--- config.mk ---
export PLATFORM = sky130hd
export DESIGN_NAME = spi_master_fifo
export DESIGN_NICKNAME = d
export VERILOG_FILES = /design/src/rtl/spi_master_fifo.sv
export SDC_FILE = /design/constraint.sdc
export NUM_CORES = 1
export LEC_CHECK = 0
export BUFFER_PORTS_ARGS = -buffer_cell sky130_fd_sc_hd__buf_2
export CAP_MARGIN = 0
export CORE_ASPECT_RATIO = 0.75
export CORE_MARGIN = 3
export CORE_UTILIZATION = 39
export CTS_CLUSTER_SIZE = 25
export DETAILED_ROUTE_END_ITERATION = 12
export HOLD_SLACK_MARGIN = 0.12
export PLACE_DENSITY_LB_ADDON = 0.05
export SYNTH_ARGS = -nofsm -noshare
export SYNTH_HDL_FRONTEND = slang
export SYNTH_SLANG_ARGS = --single-unit
--- constraint.sdc ---
create_clock -name clk -period 9.8 [get_ports clk]
set_input_delay 1.96 -clock clk [delete_from_list [all_inputs] [get_ports clk]]
set_output_delay 1.96 -clock clk [all_outputs]
set_load 0.005 [all_outputs]
--- src/rtl/spi_master_fifo.sv ---
// SPI master with byte-lane CTRL/STATUS registers and TX/RX FIFOs for the sysio bus.
// Define SPI_MASTER_IRQ_EN to add irq_o and the CTRL[31:29] interrupt enables.
module spi_master_fifo #(
  parameter int DATA_W     = 32,
  parameter int CS_NUM     = 4,
  parameter int FIFO_DEPTH = 8
) (
  input  logic              clk,
  input  logic              rst_n,
  input  logic [7:0]        waddr_i,
  input  logic [31:0]       data_i,
  input  logic [3:0]        sel_i,
  input  logic              we_i,
  input  logic [7:0]        raddr_i,
  input  logic              rd_i,
  output logic [31:0]       data_o,
  output logic              spi_clk,
  output logic              spi_mosi,
  input  logic              spi_miso,
  output logic [CS_NUM-1:0] spi_cs_n
`ifdef SPI_MASTER_IRQ_EN
  ,
  output logic              irq_o
`endif
);

  localparam int AW = $clog2(FIFO_DEPTH);
  localparam logic [AW:0] DEPTH_C = FIFO_DEPTH[AW:0];
  localparam logic [5:0]  DW6     = DATA_W[5:0];
  localparam logic [3:0]  A_CTRL  = 4'h0;
  localparam logic [3:0]  A_TX    = 4'h4;
  localparam logic [3:0]  A_RX    = 4'h8;
  localparam logic [3:0]  A_STAT  = 4'hC;
`ifdef SPI_MASTER_IRQ_EN
  localparam logic [31:0] CTRL_MASK = 32'hFFFF_0F3F;
`else
  localparam logic [31:0] CTRL_MASK = 32'h1FFF_0F3F;
`endif

  typedef enum logic [1:0] {IDLE, SETUP, SHIFT, HOLD} state_t;

  function automatic logic [CS_NUM-1:0] cs_decode(input logic [3:0] idx);
    logic [CS_NUM-1:0] m;
    m = '0;
    for (int i = 0; i < CS_NUM; i++) m[i] = (idx == 4'(i));
    return m;
  endfunction

  function automatic logic sh_head(input logic [DATA_W-1:0] sh, input logic lsbf);
    return lsbf ? sh[0] : sh[DATA_W-1];
  endfunction

  function automatic logic [DATA_W-1:0] sh_next(input logic [DATA_W-1:0] sh, input logic lsbf);
    return lsbf ? (sh >> 1) : (sh << 1);
  endfunction

  function automatic logic [DATA_W-1:0] sh_in(input logic [DATA_W-1:0] sh, input logic b,
                                              input logic lsbf);
    return lsbf ? {b, sh[DATA_W-1:1]} : {sh[DATA_W-2:0], b};
  endfunction

  logic [31:0]        ctrl_q;
  logic               rx_ovf_q;
  logic [31:0]        data_q;
  logic [AW:0]        tx_wptr_q, tx_rptr_q, rx_wptr_q, rx_rptr_q;
  logic [DATA_W-1:0]  tx_mem [FIFO_DEPTH];
  logic [DATA_W-1:0]  rx_mem [FIFO_DEPTH];

  state_t             state_q;
  logic [7:0]         div_cnt_q;
  logic [6:0]         edge_cnt_q;
  logic               sclk_q, mosi_q;
  logic [DATA_W-1:0]  tx_sh_q, rx_sh_q;
  logic               cpha_f_q, lsbf_f_q;
  logic [5:0]         len_f_q;
  logic [CS_NUM-1:0]  frame_cs_q, man_cs_q;

  logic               ctrl_en, ctrl_cpol, ctrl_cpha, ctrl_lsbf, ctrl_cs_auto, ctrl_cs_man;
  logic [3:0]         ctrl_cs_idx;
  logic [7:0]         ctrl_div;
  logic [5:0]         ctrl_bits;
  logic [AW:0]        tx_count, rx_count;
  logic               tx_full, tx_empty, rx_full, rx_empty, busy;
  logic               tx_push, rx_pop, rx_push, rx_ovf_set;
  logic               tick, frame_start, edge_odd, do_sample, do_shift, last_edge;
  logic [DATA_W-1:0]  tx_head, ld_sh, rx_sh_nx, rx_word;
  logic [31:0]        rd_mux, status;
  logic               unused_addr_hi;

  assign unused_addr_hi = ^{waddr_i[7:4], raddr_i[7:4], data_i};

  assign ctrl_en      = ctrl_q[0];
  assign ctrl_cpol    = ctrl_q[1];
  assign ctrl_cpha    = ctrl_q[2];
  assign ctrl_lsbf    = ctrl_q[3];
  assign ctrl_cs_auto = ctrl_q[4];
  assign ctrl_cs_man  = ctrl_q[5];
  assign ctrl_cs_idx  = ctrl_q[11:8];
  assign ctrl_div     = ctrl_q[23:16];

  always_comb begin
    ctrl_bits = {1'b0, ctrl_q[28:24]} + 6'd1;
    if (ctrl_bits > DW6) ctrl_bits = DW6;
  end

  assign tx_count = tx_wptr_q - tx_rptr_q;
  assign rx_count = rx_wptr_q - rx_rptr_q;
  assign tx_full  = (tx_count == DEPTH_C);
  assign tx_empty = (tx_count == '0);
  assign rx_full  = (rx_count == DEPTH_C);
  assign rx_empty = (rx_count == '0);
  assign busy     = (state_q != IDLE) || (ctrl_en && !tx_empty);

  assign tx_push = we_i && (waddr_i[3:0] == A_TX) && (|sel_i) && !tx_full;
  assign rx_pop  = rd_i && (raddr_i[3:0] == A_RX) && !rx_empty;

  // Half-period pacing uses the live DIV; >= keeps a shrinking DIV from wrapping the counter.
  assign tick        = (div_cnt_q >= ctrl_div);
  assign frame_start = ctrl_en && !tx_empty &&
                       ((state_q == IDLE) || (state_q == HOLD && tick && !ctrl_cs_auto));
  assign edge_odd    = ~edge_cnt_q[0];
  assign do_sample   = (state_q == SHIFT) && tick && (edge_odd != cpha_f_q);
  assign do_shift    = (state_q == SHIFT) && tick && (edge_odd == cpha_f_q);
  assign last_edge   = (state_q == SHIFT) && tick && ((edge_cnt_q + 7'd1) == {len_f_q, 1'b0});
  assign rx_push     = last_edge && !rx_full;
  assign rx_ovf_set  = last_edge && rx_full;

  // Frame word is masked to its length and MSB-first frames are left-aligned so the head is the top bit.
  assign tx_head  = tx_mem[tx_rptr_q[AW-1:0]] & ({DATA_W{1'b1}} >> (DW6 - ctrl_bits));
  assign ld_sh    = ctrl_lsbf ? tx_head : (tx_head << (DW6 - ctrl_bits));
  assign rx_sh_nx = do_sample ? sh_in(rx_sh_q, spi_miso, lsbf_f_q) : rx_sh_q;
  assign rx_word  = lsbf_f_q ? (rx_sh_nx >> (DW6 - len_f_q)) : rx_sh_nx;

  assign status = {8'd0, 8'(rx_count), 8'(tx_count), 2'd0,
                   rx_ovf_q, rx_empty, rx_full, tx_empty, tx_full, busy};

  always_comb begin
    rd_mux = '0;
    case (raddr_i[3:0])
      A_CTRL: rd_mux = ctrl_q;
      A_RX:   rd_mux = rx_empty ? 32'd0 : 32'(rx_mem[rx_rptr_q[AW-1:0]]);
      A_STAT: rd_mux = status;
      default: rd_mux = '0;
    endcase
  end

  always_ff @(posedge clk) begin
    if (tx_push) tx_mem[tx_wptr_q[AW-1:0]] <= data_i[DATA_W-1:0];
    if (rx_push) rx_mem[rx_wptr_q[AW-1:0]] <= rx_word;
  end

  always_ff @(posedge clk or negedge rst_n) begin
    if (!rst_n) begin
      ctrl_q    <= '0;
      rx_ovf_q  <= 1'b0;
      data_q    <= '0;
      tx_wptr_q <= '0;
      tx_rptr_q <= '0;
      rx_wptr_q <= '0;
      rx_rptr_q <= '0;
    end else begin
      if (we_i && waddr_i[3:0] == A_CTRL) begin
        for (int b = 0; b < 4; b++)
          if (sel_i[b]) ctrl_q[8*b +: 8] <= data_i[8*b +: 8] & CTRL_MASK[8*b +: 8];
      end
      if (rx_ovf_set)
        rx_ovf_q <= 1'b1;
      else if (we_i && waddr_i[3:0] == A_STAT && sel_i[0] && data_i[5])
        rx_ovf_q <= 1'b0;
      if (rd_i) data_q <= rd_mux;
      if (tx_push)     tx_wptr_q <= tx_wptr_q + 1'b1;
      if (frame_start) tx_rptr_q <= tx_rptr_q + 1'b1;
      if (rx_push)     rx_wptr_q <= rx_wptr_q + 1'b1;
      if (rx_pop)      rx_rptr_q <= rx_rptr_q + 1'b1;
    end
  end

  always_ff @(posedge clk or negedge rst_n) begin
    if (!rst_n) begin
      state_q    <= IDLE;
      div_cnt_q  <= '0;
      edge_cnt_q <= '0;
      sclk_q     <= 1'b0;
      mosi_q     <= 1'b0;
      tx_sh_q    <= '0;
      rx_sh_q    <= '0;
      cpha_f_q   <= 1'b0;
      lsbf_f_q   <= 1'b0;
      len_f_q    <= '0;
      frame_cs_q <= '0;
      man_cs_q   <= '0;
    end else begin
      man_cs_q  <= ctrl_cs_man ? cs_decode(ctrl_cs_idx) : '0;
      div_cnt_q <= (state_q == IDLE || tick) ? 8'd0 : div_cnt_q + 8'd1;
      if (frame_start) begin
        state_q    <= SETUP;
        sclk_q     <= ctrl_cpol;
        cpha_f_q   <= ctrl_cpha;
        lsbf_f_q   <= ctrl_lsbf;
        len_f_q    <= ctrl_bits;
        frame_cs_q <= cs_decode(ctrl_cs_idx);
        edge_cnt_q <= '0;
        rx_sh_q    <= '0;
        if (!ctrl_cpha) begin
          mosi_q  <= sh_head(ld_sh, ctrl_lsbf);
          tx_sh_q <= sh_next(ld_sh, ctrl_lsbf);
        end else begin
          tx_sh_q <= ld_sh;
        end
      end else begin
        case (state_q)
          IDLE:  sclk_q <= ctrl_cpol;
          SETUP: if (tick) state_q <= SHIFT;
          SHIFT: if (tick) begin
            sclk_q     <= ~sclk_q;
            edge_cnt_q <= edge_cnt_q + 7'd1;
            rx_sh_q    <= rx_sh_nx;
            if (do_shift) begin
              mosi_q  <= sh_head(tx_sh_q, lsbf_f_q);
              tx_sh_q <= sh_next(tx_sh_q, lsbf_f_q);
            end
            if (last_edge) state_q <= HOLD;
          end
          HOLD: if (tick) begin
            state_q    <= IDLE;
            frame_cs_q <= '0;
          end
          default: state_q <= IDLE;
        endcase
      end
    end
  end

`ifdef SPI_MASTER_IRQ_EN
  logic irq_q;
  always_ff @(posedge clk or negedge rst_n) begin
    if (!rst_n) irq_q <= 1'b0;
    else        irq_q <= |(ctrl_q[31:29] & {rx_ovf_q, tx_empty, ~rx_empty});
  end
  assign irq_o = irq_q;
`endif

  assign data_o   = data_q;
  assign spi_clk  = sclk_q;
  assign spi_mosi = mosi_q;
  assign spi_cs_n = ~(frame_cs_q | man_cs_q);

endmodule

# Yosys cells after proc, flatten, opt, wreduce, memory -nomap -nowiden
# Memories as Yosys holds them, arrays and structs flattened.
# Index checks and enable logic that the tools add are counted.
[totals]
register_bits = 171
ramBits = 512
inputBits = 57
output_inout_bits = 38
elab_cells = 164
mem_count = 2
[mem_list]
columns = ["memory", "words", "width", "rd", "rd_ports_with_merged_regs", "wr", "line", "rtl"]
rows = [
  ["rx_mem", 8, 32, 1, 0, 1, "67", "logic [DATA_W-1:0] rx_mem [FIFO_DEPTH];"],
  ["tx_mem", 8, 32, 1, 0, 1, "66", "logic [DATA_W-1:0] tx_mem [FIFO_DEPTH];"],
]
[classes]
addsub = 11
n_lt_le_gt_ge = 2
eq_ne = 20
shift = 3
muxes = 47
bitwise = 5
reduce_logical = 52
[op_table]
columns = ["cell", "n"]
rows = [
  ["32-bit two-way mux", 15],
  ["32-bit case mux with 3 select lines", 1],
  ["32-bit bitwise AND", 1],
  ["32-bit by 6-bit left shift with 32-bit output", 1],
  ["32-bit by 6-bit >> shifter with 32-bit output", 1],
  ["32-bit by 6-bit >> shifter with 32-bit output (first input constant)", 1],
  ["7-bit two-way mux", 3],
  ["4-bit equality test (second input constant)", 5],
  ["4-bit logical NOT", 5],
  ["1-bit logical AND", 19],
  ["4-bit by 1-bit adder with 4-bit output (second input constant)", 4],
  ["4-bit two-way mux", 4],
  ["1-bit two-way mux", 15],
  ["2-bit AND reduction", 7],
  ["3-bit inequality test (second input constant)", 4],
  ["2-bit nonzero test", 6],
  ["6-bit subtractor (first input constant)", 2],
  ["2-bit two-way mux", 5],
  ["8-bit by 1-bit adder with 8-bit output (second input constant)", 1],
  ["4-bit by 2-bit equality test with 1-bit output (second input constant)", 2],
  ["8-bit >= comparator", 1],
  ["8-bit two-way mux", 1],
  ["4-bit subtractor", 2],
  ["7-bit by 1-bit adder with 7-bit output (second input constant)", 1],
  ["25 further kinds", 33],
]

# Logic depth before layout (Yosys ltp)
[depth]
depth_word = 11
depth_mapped = 19

# Least setup slack after synthesis
# No wires, ideal clock.
[synth_timing]
path_kind = "input to register"
start = "input waddr_i[1]"
end = "memory tx_mem[1][0] (enable)"
setup_ns = 0.461
arrival_time_ns = 5.236
path_slack_ns = 4.104
cell_stages = 6
cell_sequence = "nor2_1 -> nand2_1 -> or2_2 -> nor3_1 -> nand2_1 -> nor3_1"
[synth_via]
elab_chain_cells = 6
[synth_rtl]
columns = ["item", "line", "rtl"]
rows = [
  ["start: declaration", "10", "input logic [7:0] waddr_i,"],
  ["4-bit by 3-bit equality test with 1-bit output", "114", "assign tx_push = we_i && (waddr_i[3:0] == A_TX) && (|sel_i) && !tx_full;"],
  ["1-bit logical AND (3 in a row)", "114", ""],
  ["1-bit two-way mux", "148", "if (tx_push) tx_mem[tx_wptr_q[AW-1:0]] <= data_i[DATA_W-1:0];"],
  ["1-bit two-way mux (implied by the code)", "148", ""],
  ["end: declaration", "66", ""],
]
# Every way passes these cells.

# Final worst setup path
[layout_timing]
start = "register ctrl_q[25]"
end = "register mosi_q (netlist: spi_mosi)"
[layout_via]
elab_chain_cells = 11
[layout_rtl]
columns = ["item", "line", "rtl"]
rows = [
  ["start: declaration", "62", "logic [31:0] ctrl_q;"],
  ["start signal: indexed assignment", "164", "if (sel_i[b]) ctrl_q[8*b +: 8] <= data_i[8*b +: 8] & CTRL_MASK[8*b +: 8];"],
  ["5-bit by 1-bit adder with 6-bit output *", "102", "ctrl_bits = {1'b0, ctrl_q[28:24]} + 6'd1;"],
  ["6-bit > comparator", "103", "if (ctrl_bits > DW6) ctrl_bits = DW6;"],
  ["6-bit two-way mux *", "103", ""],
  ["6-bit subtractor *", "129, 130", ""],
  ["32-bit by 6-bit >> shifter with 32-bit output", "129", "assign tx_head = tx_mem[tx_rptr_q[AW-1:0]] & ({DATA_W{1'b1}} >> (DW6 - ctrl_bits));"],
  ["32-bit bitwise AND", "129", ""],
  ["32-bit by 6-bit left shift with 32-bit output", "130", "assign ld_sh = ctrl_lsbf ? tx_head : (tx_head << (DW6 - ctrl_bits));"],
  ["32-bit two-way mux *", "130", ""],
  ["1-bit two-way mux *", "50", "return lsbf ? sh[0] : sh[DATA_W-1];"],
  ["1-bit two-way mux *", "204", "if (!ctrl_cpha) begin"],
  ["1-bit two-way mux *", "195", "if (frame_start) begin"],
  ["end signal: assignment", "205", "mosi_q <= sh_head(ld_sh, ctrl_lsbf);"],
  ["end signal: assignment", "219", "mosi_q <= sh_head(tx_sh_q, lsbf_f_q);"],
  ["end: declaration", "72", "logic sclk_q, mosi_q;"],
]
# Every way passes the cells marked *; elsewhere a longest branch is shown, timed or not. The select of a mux whose other input is x is not followed.
# A chain may end at the register's enable or synchronous reset.

==> summary.md <==
| Metric | Value |
|---|---|
| Layout area overhead | `11.6%` |
| # port buffers | `between 80 and 90` |
| Final period utilization | `approximately 62%` |
| GRT overflow | `0` |
| Crit-path max FO | `46` |
| Worst Tran Pin Value | `about 1.4 ns` |
| Clock transition at the registers of the reported paths | `0.06 ns` |
| Area leader, netlist | `edfxtp_1` |
| Gpl congestion | `0.935` |
| Max clock buf depth | `3` |
| Core Area | `~88000 µm²` |
| Initial antenna violation count | `6` |
| Die Wd | `between 300 and 400 µm` |
| RSZ-0062 raised after global routing | `false` |
| Maximum vdd ir drop | `between 0.15 and 0.2 mV` |
| Wirelength per Cell | `around 28 µm` |
| Final Max Slew Viols | `0` |
| Layout cells sized above 1 | `20.1%` |
| Setup skew after layout | `between 0.03 and 0.04 ns` |
| Clk sinks | `between 600 and 700` |
| PostCTS Resize Cnt | `0` |
| Post-synth top area share | `between 40% and 50%` |
| Largest net degree at the start of global routing | `66` |
| Data arrival time of the critical path | `between 6 and 7 ns` |
| Max Freq | `between 150 and 200 MHz` |
| Largest cells by area after synthesis | `edfxtp_1 44%, dfrtp_1 12%, mux4_2 10%, mux2i_1 4.0%, nand2_1 3.0%` |
| Total wire length | `about 110000 µm` |
| Synth Warn # | `0` |
| Post-synthesis register bit count | `~680` |
| Via/cell ratio | `about 6.1` |
| Cell Count, Final, Fillers Out | `just under 4000` |
| Total die area | `92900 µm²` |
| Final setup fails | `0` |
| Rows | `94` |
| Number of DRC markers in iteration 0 | `2548` |
| CTS tree | `built` |
| Post-route ant nets | `0` |
| Crit end category | `flop` |
| I/O pin cnt | `95` |
| TNS Setup | `0 ns` |
| Net Count, Synth | `around 2800` |
| Via count | `between 20000 and 25000` |
| Cells after DPL | `between 3000 and 4000` |
| Async set-reset flop share out of synthesis | `approximately a quarter` |
| Run status | `complete, no violations` |
| Max_slew headroom | `under 10%` |
| Period minus WS final | `between 6 and 7 ns` |
| Power Density | `between 200 and 300 nW/µm²` |
| Most instantiated library cell after synthesis | `edfxtp_1` |
| Leak | `around 14 nW` |
| Max Cap Violations | `0` |
| Crit path launch type | `flop` |
| DPL Wire Length | `~76000 µm` |
| CP required | `between 10 and 15 ns` |
| Clk_lat worst skew | `~0.64 ns` |
| Gr usage total | `around a quarter` |
| Cell area after synthesis | `34800 µm²` |
| Hold WS | `0.493 ns` |
| Initial Utilization | `about 40%` |
| WS Path Type | `flop to flop` |
| Die height | `roughly 260 µm` |
| Fillers | `8097` |
| Min-delay worst type | `flop to flop` |
| H-tree levels | `3` |
| Synth top cells by count | `512 x edfxtp_1, 282 x nand2_1, 228 x nor2_1` |
| Top_reg_cell synth | `edfxtp_1` |
| Post-Route Utilization | `approximately 44%` |
| Drt drc | `0` |
| Hold-fix buffers, CTS | `0` |
| Seq/Total Area, Yosys | `between 50 and 60%` |
| Number of distinct library cells after synthesis | `approximately 100` |
| Syn Area/Cell | `around 13 µm²` |
| Hold Vio Cnt, Final | `0` |
| Gate Count Post-Synth | `around 2700` |
| Setup bufs post-CTS | `0` |
| Final net count | `between 2000 and 3000` |
| Cts bufs inserted | `74` |
| EDFF count, synth | `~500` |
| Clk root buf | `clkbuf_16` |
| First-pass GRT wire length | `about 160000 µm` |
| Vias in the first global route | `23032` |
| DRT Pass-1 Iters | `5` |
[cell families after synthesis]
family	share of synthesized area [%]
compound gates	11.6
fa+ha+maj	1.19
buf+inv	3.38
xor+xnor	1.28
flops	56.5
simple gates	9.42
mux	16.7
[placed cells by master, fill, tap and decap left out, drive strengths merged, types with 12 or more instances in the layout]
cell | netlist | layout
edfxtp | 512 | 512
nand2 | 283 | 283
nor2 | 229 | 229
dfrtp | 171 | 171
mux4 | 157 | 157
buf | 86 | 148
mux2i | 141 | 141
o21ai | 121 | 121
a21oi | 105 | 105
clkbuf | 99 | 102
inv | 80 | 84
mux2 | 75 | 75
nand3 | 66 | 66
o22ai | 58 | 58
nor3 | 47 | 47
o211ai | 31 | 31
xnor2 | 31 | 31
ha | 30 | 30
a211oi | 23 | 23
clkinv | 2 | 22
nand2b | 21 | 21
a22oi | 21 | 21
a31oi | 19 | 19
xor2 | 19 | 19
o221ai | 17 | 17
a221oi | 17 | 17
and3 | 15 | 15
o31ai | 15 | 15
a21o | 12 | 12
[routing by layer]
layer	vias to the layer above	share of wire [%]	wire (µm)	global-route usage (%)
li1	10589	-	-	-
met1	12479	52	57700	40.4
met2	838	40	44400	32.0
met3	115	6.9	7710	4.05
met4	4	1.4	1570	3.99
met5	-	0.024	27	0
[report_power, final]
group	leakage (nW)	internal (mW)	switching, mW
registers	6.93	3.45	0.377
logic	5.54	1.69	2.99
clock network	1.14	1.58	1.16
[state kept, by name, indices dropped and copies added (netlist names), 2 cells and up]
signal,count
edge_cnt_q,7
tx_sh_q,32
data_o,32
rx_rptr_q,4
rx_mem,256
rx_sh_q,32
tx_mem,256
tx_rptr_q,4
tx_wptr_q,4
len_f_q,6
frame_cs_q,4
div_cnt_q,8
rx_wptr_q,4
state_q,2
man_cs_q,4
ctrl_q,23
[critical path, cell delays in order, from the launching register on]
cell	delay, ns
dfrtp_1	0.60
ha_1	0.54
nor2b_1	0.36
nand2_1	0.09
nand2_1	0.17
ha_1	0.63
mux2i_1	0.37
nor3_4	0.23
buf_4	0.52
a41oi_2	0.45
mux2i_1	0.36
o221ai_1	0.17
and2_1	0.28
and3_1	0.22
nor4_1	0.75
o41ai_1	0.16
[stage by stage]
stage | area [µm²] | worst slack, ns | total power [mW]
after CTS | 38800 | 3.84 | 11.3
after floorplan | 34800 | 4.10 | 6.91
after detailed placement | 36500 | 3.86 | 8.48
after global routing | 38800 | 3.36 | 11.8
final | 38800 | 3.75 | 11.2
after global placement | 36500 | 3.91 | 8.44
[cell type report]
cell class / count / area (µm²) / share of cell area, %
antenna: 4 / 10.0 / 0.0258
clock buffer: 101 / 2010 / 5.18
clock inverter: 32 / 334 / 0.860
inverter: 82 / 308 / 0.793
multi-input combinational: 1768 / 14100 / 36.4
sequential: 683 / 19700 / 50.7
tap: 1152 / 1440 / 3.71
timing repair buffer: 149 / 912 / 2.35
[worst paths after layout]
check / from / to / slack (ns) / depth (start not counted)
setup / recovery: ctrl_q[25] / spi_mosi / 3.75 / 15
hold reg to reg: frame_cs_q[0] / frame_cs_q[0] / 0.49 / 2
max in group asynchronous: rst_n / tx_rptr_q[1] / 7.00 / 2
setup reg to reg: ctrl_q[25] / spi_mosi / 3.75 / 15
hold / removal: frame_cs_q[0] / frame_cs_q[0] / 0.49 / 2
min in group asynchronous: rst_n / frame_cs_q[3] / 1.36 / 1
Note: power is estimated with default switching activity, not from simulation.
